--- config.mk ---
export PLATFORM = sky130hd
export DESIGN_NAME = piso_serial_tx_flat
export DESIGN_NICKNAME = d
export VERILOG_FILES = /design/src/rtl/piso_tx_pkg.sv /design/src/rtl/piso_serial_tx_if.sv /design/src/rtl/piso_bit_timer.sv /design/src/rtl/piso_serial_tx.sv /design/src/flat_wrapper.sv
export SDC_FILE = /design/constraint.sdc
export NUM_CORES = 1
export LEC_CHECK = 0
export CAP_MARGIN = 20
export CORE_UTILIZATION = 40
export CTS_BUF_LIST = sky130_fd_sc_hd__clkbuf_4 sky130_fd_sc_hd__clkbuf_8 sky130_fd_sc_hd__clkbuf_16
export DETAILED_ROUTE_END_ITERATION = 8
export GPL_TIMING_DRIVEN = 0
export HOLD_SLACK_MARGIN = 0.15
export MAX_ROUTING_LAYER = met4
export PLACE_DENSITY_LB_ADDON = 0.08
export SYNTH_ARGS = -nofsm -noshare
export SYNTH_HDL_FRONTEND = slang
export SYNTH_SLANG_ARGS = --single-unit
--- constraint.sdc ---
create_clock -name CLK -period 4.2 [get_ports CLK]
set_input_delay 0.63 -clock CLK [delete_from_list [all_inputs] [get_ports CLK]]
set_output_delay 0.63 -clock CLK [all_outputs]
set_load 0.005 [all_outputs]
--- src/rtl/piso_tx_pkg.sv ---
// Shared types and helpers for the parallel-in/serial-out transmitter.
//   state_t    : frame controller states
//   len_width  : width of the LEN field for a given holding-register width
//   clamp_len  : maps a requested length onto 1..data_w (0 or oversize -> data_w)
package piso_tx_pkg;

  typedef enum logic [1:0] {
    IDLE   = 2'd0,
    LOADED = 2'd1,
    SHIFT  = 2'd2
  } state_t;

  function automatic int unsigned len_width(input int unsigned data_w);
    return $clog2(data_w + 1);
  endfunction

  function automatic int unsigned clamp_len(input int unsigned len,
                                            input int unsigned data_w);
    return (len == 0 || len > data_w) ? data_w : len;
  endfunction

endpackage

--- src/rtl/piso_serial_tx_if.sv ---
// Host/line bundle of the serial transmitter.
//   master : host side (drives data, length, divider and control strobes)
//   slave  : transmitter side (drives ready/busy/done and the serial line)
interface piso_serial_tx_if
  import piso_tx_pkg::*;
#(
  parameter int DATA_W = 32,
  parameter int DIV_W  = 16
);
  localparam int LEN_W = len_width(DATA_W);

  logic [DATA_W-1:0] DIN;
  logic [LEN_W-1:0]  LEN;
  logic              LOAD_VALID;
  logic              LOAD_READY;
  logic              START_TX;
  logic [DIV_W-1:0]  DIV;
  logic              ABORT;
  logic              SOUT;
  logic              SCLK;
  logic              TX_BUSY;
  logic              TX_DONE;

  modport master (
    output DIN, LEN, LOAD_VALID, START_TX, DIV, ABORT,
    input  LOAD_READY, SOUT, SCLK, TX_BUSY, TX_DONE
  );

  modport slave (
    input  DIN, LEN, LOAD_VALID, START_TX, DIV, ABORT,
    output LOAD_READY, SOUT, SCLK, TX_BUSY, TX_DONE
  );
endinterface

--- src/rtl/piso_bit_timer.sv ---
// Bit-period timer. Latches the divider on start and counts 0..div each bit.
//   CLK, RESET  : clock, async active-high reset
//   start       : latch div_in and restart the count
//   run         : count while high, held at zero otherwise
//   div_in      : bit period minus one
//   bit_end     : high on the final cycle of a bit period
//   sclk_phase  : high for the second half of the bit period
module piso_bit_timer #(
  parameter int DIV_W = 16
) (
  input  logic             CLK,
  input  logic             RESET,
  input  logic             start,
  input  logic             run,
  input  logic [DIV_W-1:0] div_in,
  output logic             bit_end,
  output logic             sclk_phase
);
  logic [DIV_W-1:0] div_q;
  logic [DIV_W-1:0] div_cnt;
  logic [DIV_W:0]   div_p1;

  always_ff @(posedge CLK or posedge RESET) begin
    if (RESET) begin
      div_q   <= '0;
      div_cnt <= '0;
    end else if (start) begin
      div_q   <= div_in;
      div_cnt <= '0;
    end else if (run) begin
      if (bit_end) div_cnt <= '0;
      else         div_cnt <= div_cnt + DIV_W'(1);
    end else begin
      div_cnt <= '0;
    end
  end

  assign bit_end = run && (div_cnt == div_q);

  // One extra bit so div = all-ones does not overflow; (div+1)>>1 is the upper slice.
  assign div_p1     = {1'b0, div_q} + (DIV_W+1)'(1);
  assign sclk_phase = (div_cnt >= div_p1[DIV_W:1]);
endmodule

--- src/rtl/piso_serial_tx.sv ---
// Parallel-in/serial-out transmitter, single clock domain.
//   CLK, RESET : clock, async active-high reset
//   bus        : slave side of piso_serial_tx_if (load, start, divider, abort,
//                serial data/clock, busy, done)
// A word is loaded (IDLE/LOADED), then shifted out one bit per DIV+1 cycles.
// The word is consumed by the frame; TX_DONE pulses one cycle after the last bit.
module piso_serial_tx
  import piso_tx_pkg::*;
#(
  parameter int DATA_W    = 32,
  parameter int DIV_W     = 16,
  parameter bit MSB_FIRST = 1'b0,
  parameter bit IDLE_LVL  = 1'b0
) (
  input  logic              CLK,
  input  logic              RESET,
  piso_serial_tx_if.slave   bus
);
  localparam int LEN_W = len_width(DATA_W);

  state_t            state_q, state_d;
  logic              load_en, start_en, done_d, done_q;
  logic              in_shift, last_bit, bit_end, sclk_phase;
  logic [DATA_W-1:0] shreg, din_aligned;
  logic [LEN_W-1:0]  len_q, len_c, bit_idx, shamt;

  assign len_c = LEN_W'(clamp_len(32'(bus.LEN), DATA_W));

  // MSB-first: move bit LEN-1 to the top so the line always takes shreg[DATA_W-1].
  assign shamt       = LEN_W'(DATA_W) - len_c;
  assign din_aligned = MSB_FIRST ? (bus.DIN << shamt) : bus.DIN;

  assign in_shift = (state_q == SHIFT);
  assign last_bit = (bit_idx == len_q - LEN_W'(1));

  piso_bit_timer #(.DIV_W(DIV_W)) u_timer (
    .CLK        (CLK),
    .RESET      (RESET),
    .start      (start_en),
    .run        (in_shift),
    .div_in     (bus.DIV),
    .bit_end    (bit_end),
    .sclk_phase (sclk_phase)
  );

  always_ff @(posedge CLK or posedge RESET) begin
    if (RESET) state_q <= IDLE;
    else       state_q <= state_d;
  end

  always_comb begin
    state_d  = state_q;
    load_en  = 1'b0;
    start_en = 1'b0;
    done_d   = 1'b0;
    case (state_q)
      IDLE: begin
        if (bus.LOAD_VALID) begin
          load_en = 1'b1;
          state_d = LOADED;
        end
      end
      LOADED: begin
        // Load wins over a simultaneous start.
        if (bus.LOAD_VALID) begin
          load_en = 1'b1;
        end else if (bus.START_TX) begin
          start_en = 1'b1;
          state_d  = SHIFT;
        end
      end
      SHIFT: begin
        // Abort beats completion, so an abort on the last bit gives no TX_DONE.
        if (bus.ABORT) begin
          state_d = IDLE;
        end else if (bit_end && last_bit) begin
          state_d = IDLE;
          done_d  = 1'b1;
        end
      end
      default: state_d = IDLE;
    endcase
  end

  always_ff @(posedge CLK or posedge RESET) begin
    if (RESET) begin
      shreg   <= '0;
      len_q   <= '0;
      bit_idx <= '0;
      done_q  <= 1'b0;
    end else begin
      done_q <= done_d;
      if (load_en) begin
        shreg <= din_aligned;
        len_q <= len_c;
      end
      if (start_en) begin
        bit_idx <= '0;
      end else if (in_shift && bit_end && !last_bit) begin
        bit_idx <= bit_idx + LEN_W'(1);
        shreg   <= MSB_FIRST ? (shreg << 1) : (shreg >> 1);
      end
    end
  end

  assign bus.LOAD_READY = !in_shift;
  assign bus.TX_BUSY    = in_shift;
  assign bus.TX_DONE    = done_q;
  assign bus.SCLK       = in_shift && sclk_phase;
  assign bus.SOUT       = in_shift ? (MSB_FIRST ? shreg[DATA_W-1] : shreg[0]) : IDLE_LVL;
endmodule

--- src/flat_wrapper.sv ---
// flat-port wrapper written by rule: the top's interface ports become plain ports
module piso_serial_tx_flat import piso_tx_pkg::*;
#(
  parameter int DATA_W    = 32,
  parameter int DIV_W     = 16,
  parameter bit MSB_FIRST = 1'b0,
  parameter bit IDLE_LVL  = 1'b0
)
  (CLK, RESET, bus_DIN, bus_LEN, bus_LOAD_VALID, bus_START_TX, bus_DIV, bus_ABORT, bus_LOAD_READY, bus_SOUT, bus_SCLK, bus_TX_BUSY, bus_TX_DONE);
  piso_serial_tx_if #(.DATA_W(DATA_W), .DIV_W(DIV_W)) bus_i ();
  input  logic CLK;
  input  logic RESET;
  input wire logic [$bits(bus_i.DIN)-1:0] bus_DIN;
  input wire logic [$bits(bus_i.LEN)-1:0] bus_LEN;
  input wire logic [$bits(bus_i.LOAD_VALID)-1:0] bus_LOAD_VALID;
  input wire logic [$bits(bus_i.START_TX)-1:0] bus_START_TX;
  input wire logic [$bits(bus_i.DIV)-1:0] bus_DIV;
  input wire logic [$bits(bus_i.ABORT)-1:0] bus_ABORT;
  output wire logic [$bits(bus_i.LOAD_READY)-1:0] bus_LOAD_READY;
  output wire logic [$bits(bus_i.SOUT)-1:0] bus_SOUT;
  output wire logic [$bits(bus_i.SCLK)-1:0] bus_SCLK;
  output wire logic [$bits(bus_i.TX_BUSY)-1:0] bus_TX_BUSY;
  output wire logic [$bits(bus_i.TX_DONE)-1:0] bus_TX_DONE;
  assign bus_i.DIN = bus_DIN;
  assign bus_i.LEN = bus_LEN;
  assign bus_i.LOAD_VALID = bus_LOAD_VALID;
  assign bus_i.START_TX = bus_START_TX;
  assign bus_i.DIV = bus_DIV;
  assign bus_i.ABORT = bus_ABORT;
  assign bus_LOAD_READY = bus_i.LOAD_READY;
  assign bus_SOUT = bus_i.SOUT;
  assign bus_SCLK = bus_i.SCLK;
  assign bus_TX_BUSY = bus_i.TX_BUSY;
  assign bus_TX_DONE = bus_i.TX_DONE;
  piso_serial_tx #(.DATA_W(DATA_W), .DIV_W(DIV_W), .MSB_FIRST(MSB_FIRST), .IDLE_LVL(IDLE_LVL)) u_core (.CLK(CLK), .RESET(RESET), .bus(bus_i));
endmodule
# ---- Word-level counts from Yosys, hierarchy flattened
# Cells that the tools add are included.
dict set report op_classes {
  add_sub_neg 4
  order_cmp 2
  n_eq_ne 8
  muxes 24
  reduce_logical 13
}
# op count
set op_table {}
lappend op_table {{2-to-1 mux 32 bit} 3}
lappend op_table {{2-to-1 mux 16 bit} 3}
lappend op_table {{2-to-1 mux 6 bit} 3}
lappend op_table {{adder 16 x 1 -> 17 bit, second input constant} 1}
lappend op_table {{adder 16 x 1 -> 16 bit, second input constant} 1}
lappend op_table {{equality test 16 bit} 1}
lappend op_table {{>= comparator 16 bit} 1}
lappend op_table {{2-to-1 mux 2 bit} 5}
lappend op_table {{2-to-1 mux 1 bit} 9}
lappend op_table {{adder 6 x 1 -> 6 bit, second input constant} 1}
lappend op_table {{equality test 6 bit} 1}
lappend op_table {{greater-than comparator 6 bit, second input constant} 1}
lappend op_table {{logical NOT 6 bit} 1}
lappend op_table {{!= test 2 bit, second input constant} 3}
lappend op_table {{case mux 2 bit (3 select lines)} 1}
lappend op_table {{subtractor 6 x 1 -> 6 bit, second input constant} 1}
lappend op_table {{logical AND 1 bit} 5}
lappend op_table {{AND reduction 4 bit} 1}
lappend op_table {{!= test 3 bit, second input constant} 1}
lappend op_table {{equality test 2 x 1 -> 1 bit, second input constant} 1}
lappend op_table {{equality test 2 bit, second input constant} 1}
lappend op_table {{logical NOT 1 bit} 2}
lappend op_table {{logical NOT 2 bit} 1}
lappend op_table {{nonzero test 2 bit} 1}
lappend op_table {{other kinds (2)} 2}
dict set report word_totals {
  register_bits 79
  input_bits 59
  output_inout_bits 5
  word_cells 58
}

# ---- Logic depth before layout (Yosys ltp)
# Gate-level depths: netlist of run 1.
dict set report logic_depth {
  ltp_word 6
  depth_mapped 13
  depth_no_buf 13
}

# ---- By module
# A second synthesis of run 1 with hierarchy kept.
dict set report hier_totals {
  cells_unflattened 478
  hier_area_um2 4760.8
}
# module instances cells_per_inst area_each_um2 seq_area_each_um2
set modules_own_cells {}
lappend modules_own_cells {piso_serial_tx 1 272 2648.8 1176.1}
lappend modules_own_cells {piso_bit_timer 1 206 2112.0 800.8}

# ---- Worst setup path before layout of run 1
# Ideal clock, no wire load.
dict set report synth_timing {
  path_type {reg2out}
  startpoint {register u_core.u_timer.div_q[2]}
  endpoint {output bus_SCLK}
  t_arrival_ns 2.358
  required_ns 3.570
  slack_ns 1.212
  stages_incl_launch_ff 14
  path_buffers 1
  path_cell_list {dfrtp_1 > clkbuf_1 > nand3_1 > nor2_1 > nand3_1 > nor3_1 > xnor2_1 > ha_1 > and4_1 > nand3_1 > nor2_1 > a211oi_1 > o311ai_0 > o2bb2ai_1}
}
dict set report synth_between {
  elab_chain_len 3
}
# element line_no
set synth_rtl {}
lappend synth_rtl {{start, declared} piso_bit_timer.sv:19} ;# logic [DIV_W-1:0] div_q;
lappend synth_rtl {{start signal, assigned} piso_bit_timer.sv:28} ;# div_q <= div_in;
lappend synth_rtl {{adder 16 x 1 -> 17 bit} piso_bit_timer.sv:41} ;# assign div_p1 = {1'b0, div_q} + (DIV_W+1)'(1);
lappend synth_rtl {{>= comparator 16 bit} piso_bit_timer.sv:42} ;# assign sclk_phase = (div_cnt >= div_p1[DIV_W:1]);
lappend synth_rtl {{logical AND 1 bit} piso_serial_tx.sv:109} ;# assign bus.SCLK = in_shift && sclk_phase;
lappend synth_rtl {{end, declared} flat_wrapper.sv:21} ;# output wire logic [$bits(bus_i.SCLK)-1:0] bus_SCLK;
# No other way between the ends.

# ---- Worst setup path in the final report of run 1
dict set report layout_timing {
  startpoint {register u_core.u_timer.div_q[1]}
  endpoint {output bus_SCLK}
}
# The elaborated chain is that of the path after synthesis.

==> flow_metrics.py, run 1 <==
metrics = {
    "power": {
        "switching_share": 0.3055,
        "sequentialPowerShare": 0.483,
        "power-per-cell-area_nw_per_um2": 359.2,
        "p_int_mw": 1.378,
        "power_frac_clock": 0.299,
        "peakVddDrop_uv": 188.6,
        "finalPower_mw": 1.985,
        "leakagePower_nw": 2.507,
        "p_comb_frac": 0.218,
        "psw_mw": 0.6063,
    },
    "synth": {
        "ys_types": 42,
        "postSynthCellCount": 483,
        "synth_xor_area_frac": 0.09848,
        "synth-main-ff-cell": "dfrtp_1",
        "synth_top_family_by_area": "simple AND/OR/NAND/NOR gates",
        "yosys-mux-area-fraction": 0.06978,
        "synth.top_cells.by_count": "dfrtp_1, nand2_1, nor2_1",
        "yosys-top-cells-area": "dfrtp_1, mux2i_1, xor2_1",
        "synth-seq-cells": 79,
        "synth_adder_area_share": 0.05627,
        "net_count_after_synthesis": 562,
        "post-synth-top-count-cell": "dfrtp_1",
        "synth-edff-count": 0,
        "synth-warning-count": 0,
        "ys_seq_area_frac": 0.4446,
        "post_synth_instance_area_sq_um": 4447,
        "fraction_of_the_mapped_netlist_area_in_simple_logic_gates": 0.2124,
        "synth_largest_type_area_fraction": 0.4446,
        "average_size_of_a_mapped_cell_sq_um": 9.207,
        "netlist.top_cell.by_area": "dfrtp_1",
        "synth_compound_gate_area_share": 0.08863,
        "synth_async_sr_flop_share": 1.000,
    },
    "clock_network": {
        "max-clock-path-buffers": 2,
        "cts_root_buf": "clkbuf_8",
        "cts-buffers-inserted": 9,
        "clkLatencyLatePin_ns": 0.37,
        "tritoncts": "done",
        "clock_sinks": 79,
        "path_clk_slew_ns": 0.09,
        "clock_tree.htree_level_count": 3,
        "post_cts_hold_buffer_count": 0,
    },
    "grt": {
        "grt_antenna_before_repair": 0,
        "vias_in_the_first_global_route": 3622,
        "global_route.overflow_total": 0,
        "pin_count_of_the_biggest_net_entering_global_routing": 51,
        "gr-usage-all-layers": 0.1939,
        "global_route_wire_length_before_repair_um": 16710,
    },
    "routing": {
        "drt_pre_antenna_iters": 4,
        "drc_errors": 0,
        "detail_route.vias_per_cell": 5.148,
        "routedWlPerCell_um": 14.23,
        "detail_route.iter0.violations": 156,
        "vias": 3624,
        "drt_wl_total_um": 10020,
        "antenna_violating_nets_post_route": 0,
    },
    "final_layout": {
        "diodes": 0,
        "post_route_cells_drive_above_1_share": 0.07979,
        "num-nets-final": 638,
        "final_cell_count_no_fill": 704,
        "flow.area_growth_from_synthesis_pct": 24.25,
        "postLayoutCellArea_sq_um": 5525,
    },
    "worst_setup_path": {
        "setup.worst_path.class": "flip-flop to output port",
        "timing.reg2reg.worst_path_depth": 8,
        "required_time_at_the_endpoint_of_the_critical_path_ns": 3.57,
        "maximum_fanout_along_the_worst_path": 5,
        "startpoint_class": "flip-flop",
        "worstPathArrival_ns": 3.02,
        "worst_r2r_startpoint": "u_core.u_timer.div_q[1]$_DFFE_PP0P_",
        "timing.reg2reg.setup_slack_ns": 1.73,
        "r2r_end": "u_core.u_timer.div_cnt[14]$_DFF_PP0_",
        "endpoint_kind": "output port",
    },
    "sta": {
        "grt_setup_unrepaired": "false",
        "hold_viol": 0,
        "fmax_mhz": 273.7,
        "finalWorstPathRequiredPeriod_ns": 3.654,
        "report.final.slew_viol_count": 0,
        "fin_tns_setup_ns": 0,
        "final.period_utilization": 0.8700,
        "final_critical_path_setup_slack_ns": 0.5458,
        "max_slew.worst_pin.slew_ns": 0.6957,
        "final.setup_skew_ns": 0.01399,
        "setup_viol": 0,
        "max-slew-margin-rel": 0.5362,
    },
    "floorplan": {
        "core_area_sq_um": 10840,
        "initial_core_util": 0.4102,
        "chipHeight_um": 107.4,
        "fp.dieArea_sq_um": 11540,
        "rows": 38,
        "boundaryPins": 64,
        "dieWidth_um": 107.4,
    },
    "run_status": {
        "run_status": "completed",
    },
    "hold_path": {
        "timing.hold.worst_endpoint": "u_core.shreg[27]$_DFF_PP0_",
        "hold_path.startpoint": "u_core.shreg[28]$_DFF_PP0_",
        "hold_path_depth": 2,
        "timing.hold.worst.class": "flip-flop to flip-flop",
    },
    "place": {
        "placement.setup.worst_slack_ns": 0.3857,
        "numPortBuffers": 63,
        "placed_wire_length_estimate_um": 7567,
        "place_congestion": 0.8060,
        "total_instance_count_after_detailed_placement": 687,
        "placedInstanceArea_sq_um": 5283,
    },
    "flow_run": {
        "max_cap_viol_count": 0,
    },
}
-- through the flow --
stage | hold WS, ns | util
after floorplan | 0.4689 | -
after global placement | 0.5026 | 0.4845
after detailed placement | 0.5139 | 0.4873
after CTS | 0.5342 | 0.5061
after global routing | 0.5440 | 0.5097
final | 0.5305 | 0.5097
-- state kept, by name (all words and copies together) (netlist names) --
signal / count
u_core.u_timer.div_q: 16
u_core.u_timer.div_cnt: 16
u_core.len_q: 6
u_core.state_q: 2
u_core.bus.TX_DONE: 1
u_core.bit_idx: 6
u_core.shreg: 32
-- placed cells by master (no fill, tap or decap), types with 7 or more instances in the layout --
cell type,Yosys,layout
ha_1,20,20
xnor2_1,17,17
clkbuf_1,10,9
o21ai_0,7,7
inv_1,9,8
clkbuf_8,0,10
a21oi_1,40,40
mux2i_1,31,31
dfrtp_1,79,75
buf_2,10,10
clkdlybuf4s50_1,0,62
nor2_1,60,58
nand3_1,18,17
nand2_1,76,76
xor2_1,33,33
-- per-layer routing --
layer	part of all wire	up-vias	global-route usage	wire, um
met4	0.030	0	0.09198	301
met1	0.43	1744	0.2159	4284
met2	0.50	63	0.3281	5041
met3	0.039	26	0.04600	387
met5	0	-	-	0
li1	-	1791	-	-
-- timing repair --
item,CTS,global route
cloned,0,0
pin swaps,0,1
setup endpoints to repair,1,1
buffers inserted,0,2
resized for setup,1,11
-- cells by family (layout without fill, tap and decap cells) --
kind of cell | after synthesis | count (layout)
buffers and inverters | 30 | 111
muxes | 31 | 31
DFF | 79 | 79
xor gates and xnor gates | 50 | 50
and+or+nand+nor | 206 | 206
adders and majority gates | 20 | 20
AOI/OAI and AO/OA | 67 | 67
-- power by group through the flow --
stage               Sequential [mW]  Clock [mW]  Combinational [mW]
floorplan                     0.942           0               0.300
global placement              0.966           0               0.417
detailed placement            0.968           0               0.433
CTS                           0.958       0.614               0.429
global route                  0.974       0.641               0.488
finish                        0.959       0.593               0.432
-- worst max-delay path: stages, from the launching register on --
cell and delay [ns]:
dfrtp_2 0.42, ha_1 0.20, nand3_1 0.13, nor2_2 0.14, and2_4 0.19, nand2_1 0.07
xor2_1 0.14, ha_1 0.29, and4_1 0.20, nand3_1 0.10, nor2_1 0.06, a211oi_1 0.23
o311ai_1 0.15, o2bb2ai_1 0.16, dlymetal6s2s_1 0.17
-- area by class of cell --
class / instances / area [sq um]
Buffer: 20 / 95.09
Clock buffer: 10 / 137.6
Clock inverter: 6 / 68.82
Fill cell: 1021 / 5315
Inverter: 9 / 36.28
Multi-Input combinational cell: 374 / 2355
Sequential cell: 79 / 1982
Tap cell: 140 / 175.2
Timing Repair Buffer: 66 / 675.6
-- worst max path at each step --
stage,startpoint,depth (start not counted),end,slack (ns)
3_5_place_dp,u_core.u_timer.div_q[1]$_DFFE_PP0P_,12,bus_SCLK,0.39
6_report,u_core.u_timer.div_q[1]$_DFFE_PP0P_,14,bus_SCLK,0.55
4_1_cts,u_core.u_timer.div_q[1]$_DFFE_PP0P_,12,bus_SCLK,0.03
5_1_grt,u_core.u_timer.div_q[1]$_DFFE_PP0P_,14,bus_SCLK,0.31
2_1_floorplan,u_core.u_timer.div_q[2]$_DFFE_PP0P_,13,bus_SCLK,1.21
3_3_place_gp,RESET,2,u_core.u_timer.div_cnt[3]$_DFF_PP0_,0.09
(Power assumes the default switching activity.)
==> run 2, diff against run 1 <==
--- a/config.mk
+++ b/config.mk
@@ -6,7 +6,7 @@
 export NUM_CORES = 1
 export LEC_CHECK = 0
 export CAP_MARGIN = 20
-export CORE_UTILIZATION = 40
+export CORE_UTILIZATION = 54
 export CTS_BUF_LIST = sky130_fd_sc_hd__clkbuf_4 sky130_fd_sc_hd__clkbuf_8 sky130_fd_sc_hd__clkbuf_16
 export DETAILED_ROUTE_END_ITERATION = 8
 export GPL_TIMING_DRIVEN = 0
==> run 2 against run 1 <==
Effect of this change: register-to-register slack gained 0.15 ns; sequential share of layout area grew 0.41 points; critical path depth shrank 2; clock power grew 3.5%; design area shrank 1.1%; worst setup slack lost 0.26 ns; die area shrank 25%; largest cell class unchanged; largest power group unchanged.
==> flow_metrics.py, run 2 (synthesis results as in run 1) <==
metrics = {
    "flow_run": {
        "max_cap_viol_count": 0,
    },
    "power": {
        "peakVddDrop_uv": 268.3,
        "leakagePower_nw": 2.487,
        "power-per-cell-area_nw_per_um2": 366.0,
    },
    "clock_network": {
        "cts-buffers-inserted": 9,
        "clock_sinks": 79,
        "cts_root_buf": "clkbuf_8",
        "path_clk_slew_ns": 0.08,
        "clkLatencyLatePin_ns": 0.35,
        "postCtsSetupRepairBufs": 0,
        "clock_tree.htree_level_count": 3,
        "max-clock-path-buffers": 2,
        "tritoncts": "done",
    },
    "final_layout": {
        "layout.cells.most_common_list": "nand2_1, dfrtp_1, clkdlybuf4s50_1, nor2_1, a21oi_1",
        "postLayoutCellArea_sq_um": 5466,
        "diodes": 0,
        "flow.area_growth_from_synthesis_pct": 22.93,
        "post_route_cells_drive_above_1_share": 0.07487,
        "num-nets-final": 636,
        "final.fill_count": 645,
        "final_common_cell": "nand2_1",
        "regMostFlops": "u_core.shreg",
        "largest_register_ffs": 32,
        "registers_with_the_highest_flip_flop_counts": "u_core.shreg x32, u_core.u_timer.div_cnt x16, u_core.u_timer.div_q x16",
    },
    "floorplan": {
        "boundaryPins": 64,
        "dieWidth_um": 92.75,
        "initial_core_util": 0.5666,
        "rows": 32,
        "fp.dieArea_sq_um": 8602,
        "core_area_sq_um": 7848,
        "chipHeight_um": 92.75,
    },
    "worst_setup_path": {
        "required_time_at_the_endpoint_of_the_critical_path_ns": 3.57,
        "maximum_fanout_along_the_worst_path": 5,
        "critPathMaxStageDelay_ns": 0.51,
        "timing.reg2reg.setup_slack_ns": 1.88,
        "endpoint_kind": "output port",
        "r2r_end": "u_core.u_timer.div_cnt[12]$_DFF_PP0_",
        "timing.reg2reg.worst_path_depth": 7,
        "critical_path.cell_chain": "ha_1, nand3_1, nor2_2, and2_2, nand2_1, xor2_1, ha_1, and4_1, nand3_1, o311ai_1, o2bb2ai_1, clkdlybuf4s50_1",
        "startpoint_class": "flip-flop",
        "setup.worst_path.class": "flip-flop to output port",
        "timing.critical_path.slowest_stage_cell": "clkdlybuf4s50_1",
        "worstPathArrival_ns": 3.29,
        "worst_r2r_startpoint": "u_core.u_timer.div_cnt[6]$_DFF_PP0_",
    },
    "routing": {
        "antenna_violating_nets_post_route": 0,
        "detailroute.wirelength.met2_um": 4719,
        "routed.top_layer": "met4",
        "detail_route.wirelength.met1_um": 4277,
        "routedWlPerCell_um": 14.45,
        "drc_errors": 0,
        "detail_route.iter0.violations": 142,
        "drt_pre_antenna_iters": 4,
        "vias": 3563,
        "detail_route.vias_per_cell": 5.374,
        "wl_met3_um": 397,
        "drt_wl_total_um": 9580,
    },
    "grt": {
        "global_route_wire_length_before_repair_um": 16280,
        "grt_antenna_before_repair": 0,
        "pin_count_of_the_biggest_net_entering_global_routing": 62,
        "global_route.overflow_total": 0,
        "gr-usage-all-layers": 0.2514,
        "vias_in_the_first_global_route": 3466,
    },
    "sta": {
        "hold_viol": 0,
        "finalWorstPathRequiredPeriod_ns": 3.915,
        "max_slew.worst_pin.slew_ns": 0.6885,
        "final.period_utilization": 0.9323,
        "fmax_mhz": 255.4,
        "max-slew-margin-rel": 0.5410,
        "final.setup_skew_ns": 0.008888,
        "grt_setup_unrepaired": "false",
        "report.final.slew_viol_count": 0,
        "setup_viol": 0,
        "fin_tns_setup_ns": 0,
    },
    "place": {
        "placed_wire_length_estimate_um": 7151,
        "placedInstanceArea_sq_um": 5235,
        "place_congestion": 0.9106,
        "numPortBuffers": 63,
    },
    "hold_path": {
        "timing.hold.worst_endpoint": "u_core.len_q[5]$_DFFE_PP0P_",
        "timing.hold.worst.class": "flip-flop to flip-flop",
        "hold_path_depth": 2,
        "hold_path.startpoint": "u_core.len_q[5]$_DFFE_PP0P_",
    },
    "run_status": {
        "run_status": "completed",
    },
}
run 2: worst max path at each step:
| stage | cells after the start | startpoint | to |
|---|---|---|---|
| floorplan | 13 | u_core.u_timer.div_q[2]$_DFFE_PP0P_ | bus_SCLK |
| global placement | 2 | RESET | u_core.u_timer.div_q[6]$_DFFE_PP0P_ |
| detailed placement | 14 | u_core.u_timer.div_q[2]$_DFFE_PP0P_ | bus_SCLK |
| CTS | 14 | u_core.u_timer.div_q[2]$_DFFE_PP0P_ | bus_SCLK |
| global route | 12 | u_core.u_timer.div_q[1]$_DFFE_PP0P_ | bus_SCLK |
| finish | 12 | u_core.u_timer.div_q[1]$_DFFE_PP0P_ | bus_SCLK |
run 2: layout make-up:
cell class | count | area [sq um] | share of cell area
multi-input cells | 374 | 2351 | 0.4301
clock inverters | 4 | 70.07 | 0.01282
plain buffers | 20 | 95.09 | 0.01740
clock buffers | 11 | 145.1 | 0.02655
inverters | 9 | 36.28 | 0.006638
repair buffers | 64 | 658.1 | 0.1204
flip-flops and latches | 79 | 1983 | 0.3628
well taps | 102 | 127.6 | 0.02335
run 2: worst max-delay path, delay by kind of cell, from the launching register on:
family | cells | cell delay, ns
simple gates | 6 | 0.91
buf+inv | 1 | 0.51
fa+ha+maj | 2 | 0.48
compound gates | 2 | 0.47
flops | 1 | 0.41
xor+xnor | 1 | 0.15
run 2: metal layers:
metal | global-route usage | vias to the layer above
li1 | - | 1803
met3 | 0.03695 | 16
met5 | - | -
met1 | 0.3194 | 1664
met2 | 0.4056 | 80
met4 | 0.1038 | 0
run 2: power breakdown:
| part | total, mW | leakage [nW] | switching [mW] | internal (mW) |
|---|---|---|---|---|
| combinational | 0.422 | 1.39 | 0.201 | 0.221 |
| clock | 0.614 | 0.113 | 0.262 | 0.352 |
| sequential | 0.965 | 0.989 | 0.106 | 0.859 |
| total | 2.00 | 2.49 | 0.569 | 1.43 |
run 2: through the flow:
step	hold WS, ns	util	instances	power [mW]	setup WS [ns]
2_1_floorplan	0.4689	-	483	1.242	1.212
3_3_place_gp	0.4951	0.6633	648	1.374	0.2868
3_5_place_dp	0.5113	0.6671	649	1.396	0.4421
4_1_cts	0.5226	0.6945	664	2.008	0.05142
5_1_grt	0.5543	0.6966	663	2.118	0.04196
6_report	0.5231	0.6966	663	2.001	0.2845
run 2: repair_timing:
item	4_1_cts	5_1_grt
endpoints found under the hold margin	0	0
hold buffers	0	0
resized for setup	0	10
setup endpoints to repair	0	1
